## config.mk

```make
export PLATFORM = sky130hd
export DESIGN_NAME = display_scan_ctrl_flat
export DESIGN_NICKNAME = d
export VERILOG_FILES = /design/src/rtl/display_scan_ctrl_pkg.sv /design/src/rtl/display_scan_ctrl_if.sv /design/src/rtl/display_scan_ctrl_scan_prescaler.sv /design/src/rtl/display_scan_ctrl.sv /design/src/flat_wrapper.sv
export SDC_FILE = /design/constraint.sdc
export NUM_CORES = 1
export LEC_CHECK = 0
export CAP_MARGIN = 5
export CORE_ASPECT_RATIO = 0.8
export CORE_UTILIZATION = 47
export CTS_BUF_LIST = sky130_fd_sc_hd__clkbuf_16
export CTS_CLUSTER_SIZE = 16
export DETAILED_ROUTE_END_ITERATION = 10
export PLACE_DENSITY_LB_ADDON = 0.12
export SLEW_MARGIN = 10
export SYNTH_ARGS = -nofsm -noshare
export SYNTH_HDL_FRONTEND = slang
export SYNTH_HIERARCHICAL = 1
export SYNTH_SLANG_ARGS = --single-unit
```

## constraint.sdc

```tcl
create_clock -name clk -period 3.1 [get_ports clk]
set_input_delay 0.62 -clock clk [delete_from_list [all_inputs] [get_ports clk]]
set_output_delay 0.62 -clock clk [all_outputs]
set_load 0.01 [all_outputs]
```

## src/rtl/display_scan_ctrl_pkg.sv

```systemverilog
// Shared definitions for the seven-segment scan controller.
//   BRIGHT_W   : width of the brightness code (16 PWM levels per digit slot)
//   MAX_DIGITS : largest supported digit count
//   bright_t   : brightness code type
//   idx_width  : width of a digit index for a given digit count
//   an_off     : all-anodes-off pattern (active-low, so all ones) for n digits
package display_scan_ctrl_pkg;

  localparam int BRIGHT_W   = 4;
  localparam int MAX_DIGITS = 16;

  typedef logic [BRIGHT_W-1:0] bright_t;

  function automatic int idx_width(input int n_digits);
    return (n_digits > 1) ? $clog2(n_digits) : 1;
  endfunction

  function automatic logic [MAX_DIGITS-1:0] an_off(input int n_digits);
    logic [MAX_DIGITS-1:0] m;
    m = '0;
    for (int i = 0; i < MAX_DIGITS; i++) begin
      if (i < n_digits) m[i] = 1'b1;
    end
    return m;
  endfunction

endpackage

```

## src/rtl/display_scan_ctrl_if.sv

```systemverilog
// Bundle between the datapath (master) and the scan controller (slave).
//   Datapath -> controller : en, hexs, points, LEs, blink_mask, brightness
//   Controller -> datapath/pins : HEX, AN, point, LE, scan_idx, frame_done
interface display_scan_ctrl_if
  import display_scan_ctrl_pkg::*;
#(
  parameter int N_DIGITS = 8
);

  localparam int IDX_W = idx_width(N_DIGITS);

  logic                  en;
  logic [4*N_DIGITS-1:0] hexs;
  logic [N_DIGITS-1:0]   points;
  logic [N_DIGITS-1:0]   LEs;
  logic [N_DIGITS-1:0]   blink_mask;
  bright_t               brightness;

  logic [3:0]            HEX;
  logic [N_DIGITS-1:0]   AN;
  logic                  point;
  logic                  LE;
  logic [IDX_W-1:0]      scan_idx;
  logic                  frame_done;

  modport master (
    output en, hexs, points, LEs, blink_mask, brightness,
    input  HEX, AN, point, LE, scan_idx, frame_done
  );

  modport slave (
    input  en, hexs, points, LEs, blink_mask, brightness,
    output HEX, AN, point, LE, scan_idx, frame_done
  );

endinterface

```

## src/rtl/display_scan_ctrl_scan_prescaler.sv

```systemverilog
// Scan timing generator: slot prescaler, digit index, frame wrap and blink
// frame counter. Everything holds while en is low.
//   clk, rst  : clock, synchronous active-high reset
//   en        : advance enable
//   phase     : top BRIGHT_W bits of the slot prescaler (PWM phase in slot)
//   idx       : current digit index, 0..N_DIGITS-1
//   wrap      : combinational, high in the last enabled cycle of a frame
//   blink_msb : blink phase (MSB of the frame counter)
module display_scan_ctrl_scan_prescaler
  import display_scan_ctrl_pkg::*;
#(
  parameter int N_DIGITS   = 8,
  parameter int DIV_BITS   = 17,
  parameter int BLINK_BITS = 5,
  parameter int IDX_W      = idx_width(N_DIGITS)
) (
  input  logic             clk,
  input  logic             rst,
  input  logic             en,
  output bright_t          phase,
  output logic [IDX_W-1:0] idx,
  output logic             wrap,
  output logic             blink_msb
);

  localparam logic [IDX_W-1:0] LAST_IDX = IDX_W'(N_DIGITS - 1);

  logic [DIV_BITS-1:0]   cnt;
  logic [BLINK_BITS-1:0] blink_cnt;
  logic                  slot_end;

  assign slot_end  = en && (&cnt);
  assign wrap      = slot_end && (idx == LAST_IDX);
  assign phase     = cnt[DIV_BITS-1 -: BRIGHT_W];
  assign blink_msb = blink_cnt[BLINK_BITS-1];

  always_ff @(posedge clk) begin
    if (rst) begin
      cnt       <= '0;
      idx       <= '0;
      blink_cnt <= '0;
    end else begin
      if (en) cnt <= cnt + DIV_BITS'(1);
      // Explicit wrap keeps idx inside 0..N_DIGITS-1 for non-power-of-two counts.
      if (slot_end) idx <= wrap ? '0 : idx + IDX_W'(1);
      if (wrap) blink_cnt <= blink_cnt + BLINK_BITS'(1);
    end
  end

endmodule

```

## src/rtl/display_scan_ctrl.sv

```systemverilog
// Multi-digit seven-segment scan controller with brightness PWM, per-digit
// blinking and frame-synchronous latching of display data.
//   clk  : system clock (rising edge)
//   rst  : synchronous active-high reset
//   bus  : slave side of display_scan_ctrl_if
//          inputs  en, hexs, points, LEs, blink_mask, brightness
//          outputs HEX, AN (active-low), point, LE, scan_idx, frame_done
// All outputs are registered: they reflect the scan/shadow state of the
// previous cycle.
module display_scan_ctrl
  import display_scan_ctrl_pkg::*;
#(
  parameter int N_DIGITS   = 8,
  parameter int DIV_BITS   = 17,
  parameter int BLINK_BITS = 5
) (
  input logic                clk,
  input logic                rst,
  display_scan_ctrl_if.slave bus
);

  localparam int                  IDX_W  = idx_width(N_DIGITS);
  localparam logic [N_DIGITS-1:0] AN_OFF = N_DIGITS'(an_off(N_DIGITS));
  localparam logic [N_DIGITS-1:0] AN_ONE = N_DIGITS'(1);

  bright_t             phase;
  logic [IDX_W-1:0]    idx;
  logic                wrap;
  logic                blink_msb;

  logic [3:0]          sh_hex [N_DIGITS];
  logic [N_DIGITS-1:0] sh_points;
  logic [N_DIGITS-1:0] sh_les;
  logic [N_DIGITS-1:0] sh_blink;
  bright_t             sh_bright;
  logic                primed;
  logic                load;

  logic                blink_off;
  logic                lit;
  logic [N_DIGITS-1:0] an_sel;

  logic [3:0]          hex_p1;
  logic [N_DIGITS-1:0] an_p1;
  logic                point_p1;
  logic                le_p1;
  logic [IDX_W-1:0]    idx_p1;
  logic                fd_p1;

  display_scan_ctrl_scan_prescaler #(
    .N_DIGITS  (N_DIGITS),
    .DIV_BITS  (DIV_BITS),
    .BLINK_BITS(BLINK_BITS),
    .IDX_W     (IDX_W)
  ) u_prescaler (
    .clk      (clk),
    .rst      (rst),
    .en       (bus.en),
    .phase    (phase),
    .idx      (idx),
    .wrap     (wrap),
    .blink_msb(blink_msb)
  );

  // ---- stage p0: frame-synchronous shadow of display data ----
  // Loading only at frame wrap (or the very first enabled cycle) keeps one
  // frame internally consistent whatever the datapath does mid-frame.
  assign load = bus.en && (wrap || !primed);

  always_ff @(posedge clk) begin
    if (rst) begin
      primed    <= 1'b0;
      sh_points <= '0;
      sh_les    <= '0;
      sh_blink  <= '0;
      sh_bright <= '0;
      for (int i = 0; i < N_DIGITS; i++) sh_hex[i] <= '0;
    end else begin
      if (bus.en) primed <= 1'b1;
      if (load) begin
        sh_points <= bus.points;
        sh_les    <= bus.LEs;
        sh_blink  <= bus.blink_mask;
        sh_bright <= bus.brightness;
        for (int i = 0; i < N_DIGITS; i++) sh_hex[i] <= bus.hexs[4*i +: 4];
      end
    end
  end

  // The unprimed cycle is blanked: its shadow still holds reset data.
  assign blink_off = sh_blink[idx] && blink_msb;
  assign lit       = bus.en && primed && (phase <= sh_bright) && !blink_off;
  assign an_sel    = ~(AN_ONE << idx);

  // ---- stage p1: registered outputs ----
  always_ff @(posedge clk) begin
    if (rst) begin
      hex_p1   <= '0;
      an_p1    <= AN_OFF;
      point_p1 <= 1'b0;
      le_p1    <= 1'b0;
      idx_p1   <= '0;
      fd_p1    <= 1'b0;
    end else begin
      hex_p1   <= sh_hex[idx];
      an_p1    <= lit ? an_sel : AN_OFF;
      point_p1 <= sh_points[idx];
      le_p1    <= sh_les[idx];
      idx_p1   <= idx;
      fd_p1    <= wrap;
    end
  end

  assign bus.HEX        = hex_p1;
  assign bus.AN         = an_p1;
  assign bus.point      = point_p1;
  assign bus.LE         = le_p1;
  assign bus.scan_idx   = idx_p1;
  assign bus.frame_done = fd_p1;

endmodule
```

## src/flat_wrapper.sv

```systemverilog
// flat-port wrapper written by rule: the top's interface ports become plain ports
module display_scan_ctrl_flat import display_scan_ctrl_pkg::*;
#(
  parameter int N_DIGITS   = 8,
  parameter int DIV_BITS   = 17,
  parameter int BLINK_BITS = 5
)
  (clk, rst, bus_en, bus_hexs, bus_points, bus_LEs, bus_blink_mask, bus_brightness, bus_HEX, bus_AN, bus_point, bus_LE, bus_scan_idx, bus_frame_done);
  display_scan_ctrl_if #(.N_DIGITS(N_DIGITS)) bus_i ();
  input logic clk;
  input logic rst;
  input wire logic [$bits(bus_i.en)-1:0] bus_en;
  input wire logic [$bits(bus_i.hexs)-1:0] bus_hexs;
  input wire logic [$bits(bus_i.points)-1:0] bus_points;
  input wire logic [$bits(bus_i.LEs)-1:0] bus_LEs;
  input wire logic [$bits(bus_i.blink_mask)-1:0] bus_blink_mask;
  input wire logic [$bits(bus_i.brightness)-1:0] bus_brightness;
  output wire logic [$bits(bus_i.HEX)-1:0] bus_HEX;
  output wire logic [$bits(bus_i.AN)-1:0] bus_AN;
  output wire logic [$bits(bus_i.point)-1:0] bus_point;
  output wire logic [$bits(bus_i.LE)-1:0] bus_LE;
  output wire logic [$bits(bus_i.scan_idx)-1:0] bus_scan_idx;
  output wire logic [$bits(bus_i.frame_done)-1:0] bus_frame_done;
  assign bus_i.en = bus_en;
  assign bus_i.hexs = bus_hexs;
  assign bus_i.points = bus_points;
  assign bus_i.LEs = bus_LEs;
  assign bus_i.blink_mask = bus_blink_mask;
  assign bus_i.brightness = bus_brightness;
  assign bus_HEX = bus_i.HEX;
  assign bus_AN = bus_i.AN;
  assign bus_point = bus_i.point;
  assign bus_LE = bus_i.LE;
  assign bus_scan_idx = bus_i.scan_idx;
  assign bus_frame_done = bus_i.frame_done;
  display_scan_ctrl #(.N_DIGITS(N_DIGITS), .DIV_BITS(DIV_BITS), .BLINK_BITS(BLINK_BITS)) u_core (.clk(clk), .rst(rst), .bus(bus_i));
endmodule
```

==> results of run 1 <==
==> how the worst max path moves through the flow <==
stage                                                        from  cells past startpoint                                 to
after CTS                  u_core/u_prescaler/cnt[0]$_SDFFE_PP0P_                      9  u_core/sh_hex[4][0]$_SDFFCE_PN0P_
after global routing       u_core/u_prescaler/cnt[0]$_SDFFE_PP0P_                      9  u_core/sh_hex[4][2]$_SDFFCE_PN0P_
after global placement     u_core/u_prescaler/cnt[0]$_SDFFE_PP0P_                      9  u_core/sh_hex[0][3]$_SDFFCE_PN0P_
final                      u_core/u_prescaler/cnt[0]$_SDFFE_PP0P_                      9  u_core/sh_hex[4][0]$_SDFFCE_PN0P_
after detailed placement   u_core/u_prescaler/cnt[0]$_SDFFE_PP0P_                      9  u_core/sh_hex[4][0]$_SDFFCE_PN0P_
after floorplan           u_core/u_prescaler/cnt[10]$_SDFFE_PP0P_                     11  u_core/sh_hex[0][0]$_SDFFCE_PN0P_
==> sequential cells by signal, summed over array words and instances (netlist names) <==
signal and flops:
u_core/sh_hex 32, u_core/u_prescaler/cnt 17, u_core/bus.AN 8, u_core/sh_blink 8, u_core/sh_les 8, u_core/sh_points 8, u_core/u_prescaler/blink_cnt 5, u_core/bus.HEX 4
u_core/sh_bright 4, u_core/bus.scan_idx 3, u_core/u_prescaler/idx 3, u_core/bus.LE 1, u_core/bus.frame_done 1, u_core/bus.point 1, u_core/primed 1
==> power by group through the flow <==
stage / Clock [uW] / Combinational (uW) / Sequential, uW
final: 1130 / 221 / 1490
after global routing: 1210 / 242 / 1500
after CTS: 1150 / 224 / 1490
after detailed placement: 0 / 223 / 1520
after global placement: 0 / 220 / 1520
after floorplan: 0 / 104 / 1520
==> worst max-delay path, cell delays in order, from the launching register on <==
cell and delay (ns):
dfxtp_1 0.41, ha_1 0.23, nand3_1 0.19, nor4_1 0.44, ha_1 0.29, and3_1 0.19, o21ai_1 0.11, nor2_4 0.10
buf_4 0.42, and2_1 0.20
==> cells in the final DEF, fill, tap and decap left out, types with 2 or more instances in the layout <==
| cell type | count |
|---|---|
| clkdlybuf4s50_1 | 79 |
| dfxtp_1 | 72 |
| nor2_1 | 32 |
| edfxtp_1 | 32 |
| a22o_1 | 28 |
| and2_1 | 25 |
| mux4_2 | 14 |
| nor2b_1 | 13 |
| nand4_1 | 13 |
| nand2_1 | 11 |
| clkbuf_16 | 10 |
| xnor2_1 | 10 |
| mux2i_1 | 9 |
| ha_1 | 9 |
| nand3_1 | 8 |
| buf_4 | 8 |
| xor2_1 | 7 |
| inv_1 | 6 |
| a21oi_1 | 6 |
| nor3_1 | 5 |
| nor4_1 | 5 |
| inv_6 | 4 |
| and3_1 | 3 |
| clkinvlp_4 | 2 |
| nand3b_1 | 2 |
| nor3b_1 | 2 |
| nand3_2 | 2 |
==> per-layer routing <==
layer  vias up  global-route usage (%)  part of all wire (%)
met5         -                       0                     0
met4         0                   5.160                  0.95
met3         7                   5.011                   4.2
met2        65                   29.17                    46
met1      1364                   26.69                    49
li1       1430                       -                     -
==> metrics by stage <==
step | area, um^2 | hold slack [ns] | total power [uW]
after detailed placement | 5169 | 0.4645 | 1746
after floorplan | 4278 | 0.4436 | 1620
after global routing | 5473 | 0.4940 | 2947
final | 5473 | 0.4782 | 2839
after global placement | 5169 | 0.4567 | 1738
after CTS | 5473 | 0.4836 | 2869
==> area by class of cell <==
| cell class | instances | area (um^2) |
|---|---|---|
| inverters | 7 | 30.03 |
| flip-flops and latches | 104 | 2402 |
| repair buffers | 89 | 875.8 |
| clock inverters | 6 | 53.80 |
| clock buffers | 10 | 250.2 |
| fillers | 693 | 3161 |
| well taps | 112 | 140.1 |
| multi-input cells | 218 | 1720 |
==> cell families after synthesis <==
| family | count (synthesis) | share of synthesized area (%) |
|---|---|---|
| and+or+nand+nor | 130 | 16.63 |
| DFF | 104 | 56.21 |
| AOI/OAI and AO/OA | 39 | 7.787 |
| buffers and inverters | 32 | 3.776 |
| muxes | 23 | 9.485 |
| xor gates and xnor gates | 17 | 3.484 |
| adders and majority gates | 9 | 2.635 |
==> metrics, run 1 <==
status=completed; drt initial violations=104; PostCTS Resize Cnt=0; Pins Over Slew Limit=0; RR Startpoint=u_core/u_prescaler/cnt[0]$_SDFFE_PP0P_; FFs w/ async S/R, synth=0%; P_sw=628.3 uW; hold path depth=1; clock buffer depth=2; Post-Syn Area=4274 um^2; setup violators final=0; Synth top cells by count=dfxtp_1, nor2_1, edfxtp_1; Avg WL per Cell=15.25 um; Root Buffer=clkbuf_16; antenna violations before repair=0; Final min period=2.737 ns; Initial Utilization=49.51%; Post-synth top flop=dfxtp_1; Syn Nets=426; switch share=22.13%; Layout Nets=501; worst-path fanout max=52; number of flops mapped to enable cells by yosys=32; number of global-route vias before repair=2,814; P_int=2211 uW; CTS tree=done; worst slew pin tran=0.5345 ns; Worst EP arrival=2.94 ns; Seq pwr share=52.5%; power share of the combinational group=7.8%; Reg2Reg Depth=9; final critical-path setup slack=0.3629 ns; chip height=87.30 um; GRT Total Usage=19.04%; RSZ-0062 raised after global routing=no; Post-DP HPWL=5749 um; Port Buf Inserts=80; final design utilization=63.39%; Synth top area share=33.72%; reg2reg setup slack=0.36 ns; unique cell type count in the Yosys netlist=39; cell taking the most area after synthesis=dfxtp_1; pin count of the biggest net entering global routing=53; Vias=2,866; mean post-synth cell area=12.07 um^2; Pwr Density=518.8 nW/um^2; Worst-Skew Late Latency=0.34 ns; Post-CTS Setup Inserts=0; clk slew on worst S/H paths=0.07 ns; chip width=108.6 um; Non-Filler Instances=546; Crit. End Element=register; Die ar.=9482 um^2; Rows=30; hold endpoint=u_core/sh_les[1]$_SDFFE_PP0P_; global route total overflow=0; # diodes=0; Hold Path Class=reg -> reg; clk sinks=104; Worst slew margin=64.37%; most common cell in the synthesized netlist=dfxtp_1; Post-Route WL=8326 um; Placed Cells=530; element type at the critical path start=register; Leakage=0.002026 uW; Hold Startpoint=u_core/sh_les[1]$_SDFFE_PP0P_; synthesized flop and latch total=104; clock power share=39.7%; fraction of layout cells with a size suffix above 1=11.29%; # H-tree levels=3; Inserted Clock Buffers=9; routability cong.=0.7616; VDD IR-drop max=285.9 uV; fin crit share=88.29%; area grow syn2layout=28.04%; register area share after synthesis=56.21%; DRC viols=0; Post-DRT Antenna Nets=0; drt pass-1 iters=4; skew final=0.01234 ns; crit path kind=reg -> reg; reg-to-reg endpoint=u_core/sh_hex[4][0]$_SDFFCE_PN0P_; DP Worst Slack=0.4174 ns; Setup TNS Final=0 ns; FMAX=0.3654 GHz; cts hold-fix bufs=0; Ys Warns=6; I/O Pins=81; core region area=8633 um^2; final-report hold violation count=0; Synth area leaders=dfxtp_1, edfxtp_1, mux4_2; max cap viols=0; Data required, critical path=3.31 ns; cell count after synthesis=354; first-pass GRT wire length=13,650 um; vias per cell=5.249
No activity file was read; power rests on OpenSTA's default activity.
==> run 2: changes to the inputs <==
--- a/config.mk
+++ b/config.mk
@@ -6,12 +6,12 @@
 export NUM_CORES = 1
 export LEC_CHECK = 0
 export CAP_MARGIN = 5
-export CORE_ASPECT_RATIO = 0.8
 export CORE_UTILIZATION = 47
 export CTS_BUF_LIST = sky130_fd_sc_hd__clkbuf_16
 export CTS_CLUSTER_SIZE = 16
 export DETAILED_ROUTE_END_ITERATION = 10
 export PLACE_DENSITY_LB_ADDON = 0.12
+export SKIP_LAST_GASP = 1
 export SLEW_MARGIN = 10
 export SYNTH_ARGS = -nofsm -noshare
 export SYNTH_HDL_FRONTEND = slang
==> run 2 against run 1 <==
Highest routed layer unchanged; non-clock buffer count grew 1; power shrank 2.7%; hold slack gained 0.00065 ns; combinational power is essentially flat; die area is essentially flat; routed wire length shrank 0.16%; sequential cell count is the same; setup slack gained 0.14 ns; clock power shrank 7%; first-iteration DRC count grew 7.7%.
==> metrics, run 2 (synthesis results as in run 1) <==
status=completed; Top cell by count, worst path=ha_1; Critical Path Max Stage Delay=0.43 ns; Inserted Clock Buffers=9; cts hold-fix bufs=0; Root Buffer=clkbuf_16; Post-Route WL=8313 um; setup violators final=0; max cap viols=0; I/O Pins=81; # diodes=0; Post-CTS Setup Inserts=0; RSZ-0062 raised after global routing=no; Avg WL per Cell=15.31 um; Critical-path top delay cell=buf_4; Hold Path Class=reg -> reg; Die ar.=9479 um^2; fillers=725; Leakage=0.002021 uW; GRT Total Usage=18.96%; fraction of layout cells with a size suffix above 1=11.49%; core region area=8763 um^2; Vias=2,880; vias per cell=5.304; Non-Filler Instances=543; Pwr Density=506.5 nW/um^2; hold_ws=0.4788 ns; pin count of the biggest net entering global routing=53; clock buffer depth=2; fin crit share=83.85%; reg2reg setup slack=0.50 ns; crit path kind=reg -> reg; Data required, critical path=3.30 ns; PostCTS Resize Cnt=0; Buf/Inv on CP=1; Biggest register=u_core/sh_hex; antenna violations before repair=0; Port Buf Inserts=80; VDD IR-drop max=374.2 uV; Rows=34; most common cell after layout, fill and taps aside=clkdlybuf4s50_1; critical path, cell by cell=ha_1 > nand3_1 > nor4_1 > ha_1 > and3_1 > o21ai_1 > nor2_4 > buf_4 > and2_1; largest registers=u_core/sh_hex: 32 flops, u_core/u_prescaler/cnt: 17 flops; area grow syn2layout=27.58%; Post-DP HPWL=5668 um; number of global-route vias before repair=2,953; most frequent cells in the layout=clkdlybuf4s50_1, dfxtp_1, nor2_1, edfxtp_1, a22o_1; Worst EP arrival=2.80 ns; DRC viols=0; FMAX=0.3847 GHz; final-report hold violation count=0; hold path depth=1; CP top delay family=simple AND/OR/NAND/NOR gates; first-pass GRT wire length=14,430 um; worst slew pin tran=0.4897 ns; Final min period=2.599 ns; Setup TNS Final=0 ns; Crit. End Element=register; worst-path fanout max=52; final design utilization=62.22%; chip height=97.36 um; routability cong.=0.8041; CP Depth=9; CTS tree=done; global route total overflow=0; Initial Utilization=48.77%; # H-tree levels=3; Worst-Skew Late Latency=0.33 ns; Placed Cells=527; element type at the critical path start=register; Reg2Reg Depth=9; drt initial violations=112; Layout Nets=502; clk slew on worst S/H paths=0.07 ns; skew final=0.007250 ns; Post-DRT Antenna Nets=0; max reg flops=32; drt pass-1 iters=4; Pins Over Slew Limit=0; chip width=97.36 um; clk sinks=104; Worst slew margin=67.35%
-- run 2: changes by cell type in the layout (fill, tap and decap cells not counted), sizes merged --
cell / delta
clkinv: +4
inv: -3
buf: +1
clkbuf: -1
-- run 2: path summary, 6_finish.rpt --
| path | start | to |
|---|---|---|
| max | u_core/u_prescaler/cnt[0]$_SDFFE_PP0P_ | u_core/sh_hex[2][0]$_SDFFCE_PN0P_ |
| min | u_core/sh_les[0]$_SDFFE_PP0P_ | u_core/sh_les[0]$_SDFFE_PP0P_ |
| max reg2reg | u_core/u_prescaler/cnt[0]$_SDFFE_PP0P_ | u_core/sh_hex[2][0]$_SDFFCE_PN0P_ |
| min reg2reg | u_core/sh_les[0]$_SDFFE_PP0P_ | u_core/sh_les[0]$_SDFFE_PP0P_ |
-- run 2: through the flow --
stage                     instance area (um^2)  power (uW)  setup WS, ns
final                                     5453        2762        0.5006
after global routing                      5453        2884        0.3013
after CTS                                 5453        2794        0.4863
after detailed placement                  5171        1747        0.5129
after global placement                    5171        1740        0.5371
after floorplan                           4278        1620        0.2319
-- run 2: power breakdown --
part / switching, uW / total (uW) / internal (uW)
combinational: 88.9 / 224 / 135
sequential: 24.2 / 1490 / 1470
clock: 494 / 1050 / 554
total: 607 / 2760 / 2150
-- run 2: final cells by class --
class	instances	area [um^2]	share of cell area, %
clock buffers	9	225.2	4.130
clock inverters	7	56.30	1.033
inverters	7	30.03	0.5507
multi-input cells	218	1720	31.55
flip-flops and latches	104	2402	44.06
well taps	108	135.1	2.478
repair buffers	90	883.3	16.20
-- run 2: layer usage --
layer / up-vias / track usage (%) / wire [um]
met5: - / 0 / 0
met4: 0 / 6.335 / 91
met3: 7 / 3.741 / 373
met2: 78 / 31.41 / 4045
met1: 1371 / 24.91 / 3802
li1: 1424 / - / -
